`config.mk`:
```
export PLATFORM = sky130hd
export DESIGN_NAME = hist_stretch_ctrl
export DESIGN_NICKNAME = d
export VERILOG_FILES = /design/src/rtl/hist_pkg.sv /design/src/rtl/hist_div_serial.sv /design/src/rtl/hist_stretch_ctrl.sv
export SDC_FILE = /design/constraint.sdc
export NUM_CORES = 1
export LEC_CHECK = 0
export BUFFER_PORTS_ARGS = -buffer_cell sky130_fd_sc_hd__buf_2
export CAP_MARGIN = 15
export CORE_ASPECT_RATIO = 0.5
export CORE_MARGIN = 2
export CORE_UTILIZATION = 55
export DETAILED_ROUTE_END_ITERATION = 8
export HOLD_SLACK_MARGIN = 0.15
export PLACE_DENSITY = 0.76
export SLEW_MARGIN = 20
export SYNTH_ARGS = -nofsm -noshare
export SYNTH_HDL_FRONTEND = slang
export SYNTH_HIERARCHICAL = 1
export SYNTH_SLANG_ARGS = --single-unit
```
`constraint.sdc`:
```
create_clock -name pixelclk -period 9.7 [get_ports pixelclk]
set_input_delay 0.97 -clock pixelclk [delete_from_list [all_inputs] [get_ports pixelclk]]
set_output_delay 0.97 -clock pixelclk [all_outputs]
set_load 0.1 [all_outputs]
```
`src/rtl/hist_pkg.sv`:
```
// Shared types and constants for the histogram-stretch coefficient controller.
package hist_pkg;

  localparam int DW_DEF        = 8;
  localparam int FRAC_DEF      = 8;
  localparam int MIN_RANGE_DEF = 16;

  typedef enum logic [2:0] {
    IDLE,
    LATCH,
    CHECK,
    DIVIDE,
    READY
  } hist_state_t;

  function automatic logic [15:0] gain_one(input int frac);
    return 16'(1 << frac);
  endfunction

  // Full-scale gray level scaled into the gain's fixed-point format.
  function automatic logic [15:0] div_num(input int dw, input int frac);
    return 16'(((1 << dw) - 1) << frac);
  endfunction

  localparam logic [15:0] GAIN_ONE = gain_one(FRAC_DEF);
  localparam logic [15:0] DIV_NUM  = div_num(DW_DEF, FRAC_DEF);

endpackage

```
`src/rtl/hist_div_serial.sv`:
```
// Restoring serial divider, one quotient bit per cycle. The first bit is
// produced in the start cycle so done arrives a fixed NW cycles after start.
module hist_div_serial #(
  parameter int NW = 16,
  parameter int DW = 8
) (
  input  logic          pixelclk,
  input  logic          reset,
  input  logic          start,
  input  logic [NW-1:0] dividend,
  input  logic [DW-1:0] divisor,
  output logic [NW-1:0] quotient,
  output logic          done
);

  localparam int CW = $clog2(NW);

  logic [DW-1:0] rem_reg;
  logic [DW-1:0] div_reg;
  logic [NW-1:0] quo_reg;
  logic [CW-1:0] cnt_reg;
  logic          busy_reg;
  logic          done_reg;

  logic [DW-1:0] step_rem_in;
  logic [DW-1:0] step_div;
  logic [NW-1:0] step_quo_in;
  logic [DW:0]   trial;
  logic          trial_ge;
  logic [DW-1:0] rem_next;
  logic [NW-1:0] quo_next;

  // quo_reg shifts dividend bits out at the top and quotient bits in at the bottom.
  always_comb begin
    if (busy_reg) begin
      step_rem_in = rem_reg;
      step_quo_in = quo_reg;
      step_div    = div_reg;
    end else begin
      step_rem_in = '0;
      step_quo_in = dividend;
      step_div    = divisor;
    end
    trial    = {step_rem_in, step_quo_in[NW-1]};
    trial_ge = (trial >= {1'b0, step_div});
    rem_next = trial_ge ? DW'(trial - {1'b0, step_div}) : trial[DW-1:0];
    quo_next = {step_quo_in[NW-2:0], trial_ge};
  end

  always_ff @(posedge pixelclk) begin
    if (reset) begin
      rem_reg  <= '0;
      div_reg  <= '0;
      quo_reg  <= '0;
      cnt_reg  <= '0;
      busy_reg <= 1'b0;
      done_reg <= 1'b0;
    end else begin
      done_reg <= 1'b0;
      if (busy_reg) begin
        rem_reg <= rem_next;
        quo_reg <= quo_next;
        cnt_reg <= cnt_reg - 1'b1;
        if (cnt_reg == CW'(1)) begin
          busy_reg <= 1'b0;
          done_reg <= 1'b1;
        end
      end else if (start) begin
        rem_reg  <= rem_next;
        quo_reg  <= quo_next;
        div_reg  <= divisor;
        cnt_reg  <= CW'(NW - 1);
        busy_reg <= 1'b1;
      end
    end
  end

  assign quotient = quo_reg;
  assign done     = done_reg;

endmodule

```
`src/rtl/hist_stretch_ctrl.sv`:
```
// Per-frame gain/offset controller: computes coefficients from frame min/max
// into a shadow set and commits them to the datapath only at frame start.
module hist_stretch_ctrl
  import hist_pkg::*;
#(
  parameter int DW        = DW_DEF,
  parameter int FRAC      = FRAC_DEF,
  parameter int MIN_RANGE = MIN_RANGE_DEF
) (
  input  logic          pixelclk,
  input  logic          reset,
  input  logic          i_vsync,
  input  logic          stat_valid,
  input  logic [DW-1:0] stat_min,
  input  logic [DW-1:0] stat_max,
  input  logic          cfg_enable,
  input  logic          cfg_manual,
  input  logic [DW-1:0] cfg_min,
  input  logic [DW-1:0] cfg_max,
  output logic [15:0]   o_gain,
  output logic [DW-1:0] o_offset,
  output logic          o_bypass,
  output logic          o_commit,
  output logic          o_busy,
  output logic          o_late,
  output logic          o_err
);

  localparam logic [15:0]   GAIN_ONE_P = gain_one(FRAC);
  localparam logic [15:0]   DIV_NUM_P  = div_num(DW, FRAC);
  localparam logic [DW-1:0] MIN_SPAN   = DW'(MIN_RANGE);

  hist_state_t state_reg, state_next;

  logic          vsync_reg;
  logic          vs_rise;
  logic [DW-1:0] src_min, src_max;
  logic [DW-1:0] in_min_reg, in_max_reg;
  logic [DW-1:0] pend_min_reg, pend_max_reg;
  logic          pend_reg;
  logic [DW-1:0] span;
  logic          inverted;

  logic [15:0]   shadow_gain_reg;
  logic [DW-1:0] shadow_off_reg;
  logic          shadow_byp_reg;
  logic [15:0]   gain_reg;
  logic [DW-1:0] off_reg;
  logic          byp_reg;
  logic          commit_reg, late_reg, err_reg;

  logic          div_start, div_done;
  logic [15:0]   div_quot;

  logic set_bypass, set_div, do_commit, late_now;
  logic load_new, load_pend, store_pend;

  assign vs_rise  = i_vsync & ~vsync_reg;
  assign src_min  = cfg_manual ? cfg_min : stat_min;
  assign src_max  = cfg_manual ? cfg_max : stat_max;
  assign span     = in_max_reg - in_min_reg;
  assign inverted = (in_min_reg > in_max_reg);

  always_ff @(posedge pixelclk) begin
    if (reset) state_reg <= IDLE;
    else       state_reg <= state_next;
  end

  always_comb begin
    state_next = state_reg;
    div_start  = 1'b0;
    set_bypass = 1'b0;
    set_div    = 1'b0;
    do_commit  = 1'b0;
    late_now   = 1'b0;
    load_new   = 1'b0;
    load_pend  = 1'b0;
    store_pend = 1'b0;
    case (state_reg)
      IDLE: begin
        if (stat_valid) begin
          load_new   = 1'b1;
          state_next = LATCH;
        end
      end
      LATCH: state_next = CHECK;
      CHECK: begin
        if (inverted || !cfg_enable || span < MIN_SPAN) begin
          set_bypass = 1'b1;
          state_next = READY;
        end else begin
          div_start  = 1'b1;
          state_next = DIVIDE;
        end
      end
      DIVIDE: begin
        if (div_done) begin
          set_div    = 1'b1;
          state_next = READY;
        end
      end
      READY: begin
        if (vs_rise) begin
          do_commit = 1'b1;
          // A fresh sample arriving with the frame start supersedes any pending one.
          if (stat_valid) begin
            load_new   = 1'b1;
            state_next = LATCH;
          end else if (pend_reg) begin
            load_pend  = 1'b1;
            state_next = LATCH;
          end else begin
            state_next = IDLE;
          end
        end
      end
      default: state_next = IDLE;
    endcase
    if (stat_valid && state_reg != IDLE && !load_new) store_pend = 1'b1;
    if (vs_rise && (state_reg == LATCH || state_reg == CHECK || state_reg == DIVIDE))
      late_now = 1'b1;
  end

  always_ff @(posedge pixelclk) begin
    if (reset) begin
      vsync_reg       <= 1'b0;
      in_min_reg      <= '0;
      in_max_reg      <= '0;
      pend_min_reg    <= '0;
      pend_max_reg    <= '0;
      pend_reg        <= 1'b0;
      shadow_gain_reg <= GAIN_ONE_P;
      shadow_off_reg  <= '0;
      shadow_byp_reg  <= 1'b1;
      gain_reg        <= GAIN_ONE_P;
      off_reg         <= '0;
      byp_reg         <= 1'b1;
      commit_reg      <= 1'b0;
      late_reg        <= 1'b0;
      err_reg         <= 1'b0;
    end else begin
      vsync_reg  <= i_vsync;
      commit_reg <= do_commit;
      late_reg   <= late_now;

      if (load_new) begin
        in_min_reg <= src_min;
        in_max_reg <= src_max;
      end else if (load_pend) begin
        in_min_reg <= pend_min_reg;
        in_max_reg <= pend_max_reg;
      end

      if (store_pend) begin
        pend_min_reg <= src_min;
        pend_max_reg <= src_max;
        pend_reg     <= 1'b1;
      end else if (load_new || load_pend) begin
        pend_reg <= 1'b0;
      end

      if (state_reg == CHECK && inverted) err_reg <= 1'b1;

      if (set_bypass) begin
        shadow_gain_reg <= GAIN_ONE_P;
        shadow_off_reg  <= '0;
        shadow_byp_reg  <= 1'b1;
      end else if (set_div) begin
        shadow_gain_reg <= div_quot;
        shadow_off_reg  <= in_min_reg;
        shadow_byp_reg  <= 1'b0;
      end

      if (do_commit) begin
        gain_reg <= shadow_gain_reg;
        off_reg  <= shadow_off_reg;
        byp_reg  <= shadow_byp_reg;
      end
    end
  end

  hist_div_serial #(
    .NW(16),
    .DW(DW)
  ) u_div (
    .pixelclk (pixelclk),
    .reset    (reset),
    .start    (div_start),
    .dividend (DIV_NUM_P),
    .divisor  (span),
    .quotient (div_quot),
    .done     (div_done)
  );

  assign o_gain   = gain_reg;
  assign o_offset = off_reg;
  assign o_bypass = byp_reg;
  assign o_commit = commit_reg;
  assign o_busy   = (state_reg == LATCH) || (state_reg == CHECK) || (state_reg == DIVIDE);
  assign o_late   = late_reg;
  assign o_err    = err_reg;

endmodule

```
; ---- Yosys cells after proc, flatten, opt, wreduce, memory -nomap -nowiden
; Index checks and enable logic that the tools add are counted.
[totals]
in_bits = 38
regBits = 128
[op_classes]
reduce_logical = 20
n_bitwise = 3
add_sub_neg = 3
n_mux = 46
order_cmp = 3
n_eq_ne = 8
[op_table]
columns = cell, n
row1 = $mux 8, 11
row2 = $mux 16, 3
row3 = $mux 1, 24
row4 = $sub 8x8->8, 2
row5 = $pmux 3 s5, 1
row6 = $mux 3, 4
row7 = $ge 9x8->1, 1
row8 = $gt 8x8->1, 1
row9 = $lt 8x5->1 const B, 1
row10 = $mux 4, 2
row11 = $eq 3x2->1 const B, 2
row12 = $reduce_bool 2->1, 3
row13 = $logic_or 1x1->1, 5
row14 = $eq 4x1->1 const B, 1
row15 = $logic_and 1x1->1, 4
row16 = $ne 2x2->1 const B, 2
row17 = $reduce_or 2->1, 2
row18 = $sub 4x1->4 const B, 1
row19 = $eq 3x1->1 const B, 1
row20 = $eq 3x3->1 const B, 1
row21 = $logic_not 3->1, 1
row22 = $reduce_and 3->1, 1
row23 = $reduce_bool 3->1, 1
row24 = $logic_not 1->1, 2
row25 = other kinds (5), 6

; ---- Longest topological paths before layout
; Gate-level depths: netlist of the first run.
[logic_depth]
depth_word = 8
ltp_mapped = 18
ltp_nobuf = 16

; ---- Hierarchy
; Netlist of the first run, hierarchy kept.
[modules_own_cells]
columns = mod, area_per_inst_um2, n_inst, cells_per_inst, seq_area_each_um2
row1 = hist_stretch_ctrl, 4241.6, 1, 475, 1801.7
row2 = hist_div_serial, 2189.6, 1, 250, 760.7

; ---- Worst setup path after synthesis of the first run
; No wires, ideal clock.
[synth_path]
path_type = register to register
from = register in_min_reg[0]
to = register u_div.rem_reg[0]
slack_ns = 6.399
path_stages_with_launch = 17
arrival_ns = 3.183
n_path_buf = 1
required_time_ns = 9.583
cell_sequence = dfxtp_1 > ha_1 > inv_1 > fa_1 > a211oi_2 > nor2_2 > a21o_1 > a21oi_1 > xnor2_1 > mux2i_1 > ha_1 > a21oi_1 > nand2b_1 > and3_1 > buf_6 > nand3_1 > a32o_1
[synth_between]
elab_chain_len = 6
elab_cells_between_ends = 14
cone_classes = 2 x add/sub / 3 x order compare / 6 x mux / 3 x reduce/logical
[synth_lines]
columns = item, line_no
row1 = "start, declared", hist_stretch_ctrl.sv:38  ; logic [DW-1:0] in_min_reg, in_max_reg;
row2 = "start signal, assigned", hist_stretch_ctrl.sv:147  ; in_min_reg <= src_min;
row3 = "start signal, assigned", hist_stretch_ctrl.sv:150  ; in_min_reg <= pend_min_reg;
row4 = $sub 8x8->8 *, hist_stretch_ctrl.sv:61  ; assign span = in_max_reg - in_min_reg;
row5 = via span[6], hist_stretch_ctrl.sv:41  ; logic [DW-1:0] span;
row6 = $mux 8 / $lt 8x5->1 (equally long branches), "hist_div_serial.sv:35, hist_stretch_ctrl.sv:88"
row7 = $ge 9x8->1 / $logic_or 1x1->1 (equally long branches), "hist_div_serial.sv:45, hist_stretch_ctrl.sv:88"
row8 = $mux 8 / $mux 1 (equally long branches), "hist_div_serial.sv:46, hist_stretch_ctrl.sv:88"
row9 = $mux 8 / $mux 1 (equally long branches), "hist_div_serial.sv:68, hist_stretch_ctrl.sv:79"
row10 = $mux 8 / $reduce_bool 2->1 (equally long branches), --
row11 = "end signal, assigned", hist_div_serial.sv:61  ; rem_reg <= rem_next;
row12 = "end signal, assigned", hist_div_serial.sv:69  ; rem_reg <= rem_next;
row13 = "end, declared", hist_div_serial.sv:18  ; logic [DW-1:0] rem_reg;
; The timed path passes the listed nets; every way through them passes the cells marked *. The select of a mux whose other input is x is not followed.
; A chain may end at the register's enable or synchronous reset.

; ---- Final worst setup path of the first run
[layout_path]
from = register in_min_reg[0]
to = register u_div.rem_reg[6]
[layout_between]
elab_chain_len = 6
elab_cells_between_ends = 14
cone_classes = 2 x add/sub / 3 x order compare / 6 x mux / 3 x reduce/logical
[layout_lines]
columns = item, line_no
row1 = $sub 8x8->8 / $gt 8x8->1 (equally long branches), "hist_stretch_ctrl.sv:61, hist_stretch_ctrl.sv:62"
row2 = $lt 8x5->1 / $logic_or 1x1->1 (equally long branches), hist_stretch_ctrl.sv:88  ; if (inverted || !cfg_enable || span < MIN_SPAN) begin
row3 = $logic_or 1x1->1 *, hist_stretch_ctrl.sv:88
row4 = $mux 1 *, hist_stretch_ctrl.sv:88
row5 = $mux 1 *, hist_stretch_ctrl.sv:79  ; case (state_reg)
row6 = via div_start, hist_stretch_ctrl.sv:52  ; logic div_start, div_done;
row7 = $reduce_bool 2->1 (no source line) *, --
; Marked as above.

==> results.ini, run 1 <==
[floorplan]
row_count=27
core-area_um2=11200
die_h_um=80.5
die-width_um=157
start_util_pct=57.5
ios=67
dieArea_um2=12600

[sta]
finalSetupTns_ns=0
final_hold_viol_count=0
setup_viol=0
fin_ws_ns=5.67
fmax_ghz=0.248
clock-skew-final_ns=0.0120
drv_slew=0
grt_setup_unrepaired=no
min_period_ns=4.03
finalCritPeriodShare_pct=41.6
tightest_slew_ns=1.10
worst_slew_margin_rel_pct=26.6

[worst_setup_path]
critical_path_class=reg2reg
required_ns=10.01
rr_startpoint=in_min_reg[0]$_SDFFE_PP0P_
max_stage_delay_ns=0.67
worst-r2r-cell-count=16
r2r_slack_ns=5.67
cp_slowest_cell=nor2_1
cpLargestDelayFamily=simple AND/OR/NAND/NOR gates
cp-end-kind=flip-flop
crit_fanout=26
reg2reg_to=u_div/rem_reg[6]$_SDFFE_PP0P_
arrival_ns=4.34
crit_chain=ha_1, inv_1, fa_1, a211oi_2, nor2_2, nor3_1, o21a_1, a31o_1, buf_4, nor2_2, buf_4, nor2_1, a2111oi_0, nand2_1, o221a_2, a21oi_2
worst-path-buf-inv=3
path_depth=16
startpoint_type=flip-flop

[clock_network]
cts.sinks=128
clock_latency_ns=0.41
h-tree-depth=4
cts.reportedPaths.clkPinSlew_ns=0.06
cts_buffer_depth=2
cts_hold_buf=0
post_cts_buffers=0
cts_tree=built
cts-root-buf=clkbuf_16
postCtsResizedCells=0
cts_buffers=17

[detailed_routing]
first_iter_violations=375
first_pass_iters=5
via_per_inst=5.45
drc=0
drt_wl_total_um=14000
ant_nets=0
vias=5176
avgRoutedWirePerCell_um=14.8

[layout]
layout.cells.most_common_list=127 x dfxtp_1, 91 x nor2_1, 77 x a21oi_1, 73 x nand2_1, 65 x buf_2
final_common_cell=dfxtp_1
layout.nets=836
regArea_um2=2560
nFillCells=913
design_area_um2=7370
syn_to_final_growth_pct=14.6
drive_gt1_share_pct=21.9
multi_input_area_um2=3590
diodes=0

[grt]
grt_pass1_wl_um=22800
grt_start_max_net_pins=73
grt.overflow.total=0
grt_antenna_before_repair=0
grt_pass1_vias=4627
grt.total_usage_pct=23.0

[placed_design]
hpwl_um=9180
pre_cts_ws_ns=5.77
routabilityCongestion=0.923
io_buffers=66
place_area_um2=6800

[logic_synthesis]
synth_ff_type=dfxtp_1
synth_edf_count=0
async_flop_share_pct=0
synth_area_um2=6430
yosys_warnings=6
ys_ff_latch=128
ys_types=66
ys_seq_area_share_pct=39.8
synthCells=725
syn_area_per_cell_um2=8.87

[pwr]
powerDensity_nw_per_um2=238
ir_drop_mv=0.133
p_leak_nw=2.97

[hold_path]
hold_depth=2
hold_end=o_gain[13]$_SDFFE_PP0P_
hold_start=o_gain[13]$_SDFFE_PP0P_
min_path_type=reg2reg

[run_status]
outcome=complete, no violations

[run]
max_cap_violations=0

[how the worst max path moves through the flow]
| stage | from | endpoint | slack [ns] |
|---|---|---|---|
| after floorplan | in_min_reg[0]$_SDFFE_PP0P_ | u_div/rem_reg[0]$_SDFFE_PP0P_ | 6.40 |
| after global placement | in_min_reg[0]$_SDFFE_PP0P_ | u_div/rem_reg[6]$_SDFFE_PP0P_ | 5.87 |
| after detailed placement | in_min_reg[0]$_SDFFE_PP0P_ | u_div/rem_reg[1]$_SDFFE_PP0P_ | 5.77 |
| after CTS | in_min_reg[0]$_SDFFE_PP0P_ | u_div/rem_reg[6]$_SDFFE_PP0P_ | 5.69 |
| after global routing | in_min_reg[0]$_SDFFE_PP0P_ | u_div/rem_reg[6]$_SDFFE_PP0P_ | 5.39 |
| final | in_min_reg[0]$_SDFFE_PP0P_ | u_div/rem_reg[6]$_SDFFE_PP0P_ | 5.67 |
[layer usage]
layer  vias up  wire (µm)  global-route usage (%)
met2       134       6300                    35.5
li1       2633          -                       -
met3        10        712                    4.91
met4         0        102                    6.79
met1      2399       6920                    32.3
met5         -          0                       0
[final cells by class]
cell class	instances	area share, %
multi-input cells	539	48.8
flip-flops and latches	128	34.8
clock buffers	21	6.39
repair buffers	72	5.13
well taps	159	2.70
clock inverters	10	1.19
inverters	20	1.02
[per-stage QoR]
step                instances  utilization, %  total power, mW  hold slack [ns]
CTS                       949            65.8             1.75            0.453
global placement          918            60.8             1.14            0.432
finish                    949            65.9             1.75            0.450
detailed placement        918            60.8             1.15            0.445
floorplan                 739               -             1.05            0.417
global route              949            65.9             1.84            0.464
[cells in the mapped netlist (all sizes together), types with 3 or more instances]
cell | n | area share, %
or2 | 14 | 1.4
a211oi | 48 | 7.2
xor2 | 3 | 0.41
o21ai | 13 | 1.1
xnor2 | 6 | 0.82
nor2 | 94 | 5.6
a21oi | 80 | 6.5
and2 | 10 | 0.97
nand2 | 74 | 4.4
dfxtp | 128 | 40
buf | 25 | 2.5
inv | 20 | 1.2
nor2b | 7 | 0.68
a311oi | 3 | 0.51
ha | 18 | 3.5
nand2b | 7 | 0.68
o22ai | 4 | 0.49
nor3 | 7 | 0.54
nand3 | 12 | 1.0
nand4 | 3 | 0.29
clkbuf | 27 | 1.6
mux2i | 63 | 9.8
mux2 | 18 | 3.2
and3 | 5 | 0.56
a21o | 3 | 0.35
[kinds of logic after synthesis]
family                   count (synthesis)  share of synthesized area (%)
AO/OA/AOI/OAI                          174                           19.6
XOR/XNOR                                 9                           1.23
adder cells (fa/ha/maj)                 20                           4.12
buffers and inverters                   72                           5.25
flip-flops                             128                           39.8
multiplexers                            81                           13.0
other                                    2                          0.117
AND/OR/NAND/NOR                        239                           16.9
[report_power, final]
part | leakage (nW) | internal [mW] | switching (mW)
sequential | 1.04 | 0.569 | 0.0311
clock | 0.263 | 0.369 | 0.230
combinational | 1.67 | 0.208 | 0.345
[worst min-delay path: stages (launching register included)]
cell     delay (ns)
dfxtp_1        0.30
nand2_1        0.05
a21oi_1        0.05
No activity file was read; power rests on OpenSTA's default activity.
==> inputs of run 2 (changes only) <==
==> constraint.sdc (replaced) <==
create_clock -name pixelclk -period 3.8 [get_ports pixelclk]
set_input_delay 0.38 -clock pixelclk [delete_from_list [all_inputs] [get_ports pixelclk]]
set_output_delay 0.38 -clock pixelclk [all_outputs]
set_load 0.1 [all_outputs]
==> run 2 against run 1 <==
Clock skew is 0.0029 ns lower. Sequential share of layout area down 0.67 points. Hold slack got worse by 0.23 ns. Clock power grew to 2.8 times the previous value. Sequential cell count did not move. Global-route usage increased by 1.8 points. Total power grew to 2.7 times the previous value. Non-clock buffer count up 8. Via count up 2.0%. Core utilization grew 1.3 points. First-iteration DRC count up 2.7%. Combinational power rose to 2.6 times the previous value.
==> results.ini, run 2 (same netlist as run 1, synthesis figures left out) <==
[detailed_routing]
first_iter_violations=385  ; +2.7%
first_pass_iters=5  ; unchanged
drt_wl_total_um=14900  ; +6.4%
drc=0  ; unchanged
via_per_inst=5.51  ; +1.0%
avgRoutedWirePerCell_um=15.6  ; +5.4%
vias=5278  ; +2.0%
ant_nets=0  ; unchanged

[layout]
layout.nets=844  ; +0.96%
syn_to_final_growth_pct=16.8
final_common_cell=dfxtp_1
layout.cells.most_common_list=127 x dfxtp_1, 91 x nor2_1, 75 x a21oi_1, 73 x nand2_1, 65 x buf_2
drive_gt1_share_pct=23.7  ; +1.8 points
nFillCells=886  ; -3.0%
design_area_um2=7510  ; +2.0%
diodes=0  ; unchanged

[worst_setup_path]
arrival_ns=3.84  ; -0.50 ns
startpoint_type=flip-flop
cp_common_cell=ha_1
crit_chain=ha_1, inv_1, fa_2, a211oi_2, nor2_2, a21o_1, a21oi_2, xnor2_1, mux2i_1, ha_1, and3_4, a21bo_1, nand4_1, a311oi_2
worst-r2r-cell-count=14  ; -2
critical_path_class=reg2reg
cp-end-kind=flip-flop
required_ns=4.12  ; -5.89 ns
crit_fanout=10  ; -62%
cp_slowest_cell=a21bo_1
max_stage_delay_ns=0.42  ; -0.25 ns

[clock_network]
cts_buffers=17  ; unchanged
cts.sinks=128  ; unchanged
h-tree-depth=4  ; unchanged
cts.reportedPaths.clkPinSlew_ns=0.06  ; about the same
cts_tree=built
cts_buffer_depth=2  ; unchanged
cts-root-buf=clkbuf_16
clock_latency_ns=0.42  ; about the same

[floorplan]
dieArea_um2=12600  ; unchanged
ios=67  ; unchanged
die-width_um=157  ; unchanged
row_count=27  ; unchanged
start_util_pct=57.5  ; unchanged
core-area_um2=11200  ; unchanged
die_h_um=80.5  ; unchanged

[placed_design]
routabilityCongestion=0.875  ; -5.2%
pre_cts_ws_ns=0.219  ; -5.55 ns
io_buffers=66  ; unchanged
hpwl_um=9560  ; +4.2%
place_area_um2=6860  ; +0.77%

[grt]
grt_antenna_before_repair=0  ; unchanged
grt_pass1_wl_um=24300  ; +6.7%
grt_start_max_net_pins=63  ; -14%
grt_pass1_vias=4924  ; +6.4%
grt.overflow.total=0  ; unchanged
grt.total_usage_pct=24.8  ; +1.8 points

[sta]
finalSetupTns_ns=0  ; unchanged
min_period_ns=3.52  ; -0.511 ns
grt_setup_unrepaired=no
setup_viol=0  ; unchanged
fin_ws_ns=0.279  ; -5.39 ns
drv_slew=0  ; unchanged
tightest_slew_ns=0.981  ; -0.119 ns
fmax_ghz=0.284  ; +15%
final_hold_viol_count=0  ; unchanged
clock-skew-final_ns=0.00908  ; -0.00291 ns
finalCritPeriodShare_pct=92.7  ; +51 points
worst_slew_margin_rel_pct=34.4  ; +7.8 points

[hold_path]
hold_depth=2  ; unchanged
min_path_type=in2reg

[pwr]
ir_drop_mv=0.344  ; +160%
p_leak_nw=3.05  ; +2.9%
powerDensity_nw_per_um2=625  ; +160%
power_mw=4.70  ; +170%

[run]
max_cap_violations=0  ; unchanged

[run_status]
outcome=complete, no violations

-- run 2: worst paths after layout --
| path | startpoint | endpoint | slack, ns |
|---|---|---|---|
| setup / recovery | in_min_reg[0]$_SDFFE_PP0P_ | u_div/rem_reg[7]$_SDFFE_PP0P_ | 0.28 |
| hold / removal | i_vsync | vsync_reg$_SDFF_PP0_ | 0.22 |
| hold reg to reg | o_offset[5]$_SDFFE_PP0P_ | o_offset[5]$_SDFFE_PP0P_ | 0.45 |
| setup reg to reg | in_min_reg[0]$_SDFFE_PP0P_ | u_div/rem_reg[7]$_SDFFE_PP0P_ | 0.28 |
-- run 2: through the flow --
| stage | utilization, % | instances | hold WS [ns] |
|---|---|---|---|
| 2_1_floorplan | - | 739 | 0.417 |
| 3_3_place_gp | 61.3 | 925 | 0.438 |
| 3_5_place_dp | 61.3 | 925 | 0.442 |
| 4_1_cts | 66.9 | 957 | 0.211 |
| 5_1_grt | 67.2 | 958 | 0.253 |
| 6_report | 67.2 | 958 | 0.224 |
-- run 2: per-layer routing --
metal  global-route usage, %  share of wire, %  vias up
met2                    39.9                45      141
met1                    33.7                50     2484
met3                    4.86               4.4       15
li1                        -                 -     2638
met4                    8.17               1.2        0
met5                       0                 0        -
-- run 2: worst max-delay path: cells and delay by family (launching register included) --
kind / cells / cell delay, ns
simple gates: 3 / 0.49
mux: 1 / 0.13
buf+inv: 1 / 0.06
fa+ha+maj: 3 / 0.91
xor+xnor: 1 / 0.17
compound gates: 5 / 1.32
flops: 1 / 0.35
-- run 2: timing repair --
| action | in CTS | in global routing |
|---|---|---|
| resized for setup | 0 | 6 |
| buffers inserted | 0 | 1 |
| setup endpoints to repair | 0 | 7 |
| hold buffers | 0 | 0 |
-- run 2: report_power, final --
group	switching (mW)	internal [mW]
logic	0.888	0.565
clock network	0.617	1.09
registers	0.0868	1.45
total	1.59	3.11
-- run 2: cell type report --
cell class                 instances  area, µm²  share of cell area (%)
clock buffer                      20        467                    6.21
inverter                          20       75.1                    1.00
tap                              159        199                    2.65
sequential                       128       2560                    34.1
clock inverter                    12        158                    2.10
timing repair buffer              80        438                    5.83
multi-input combinational        539       3610                    48.1
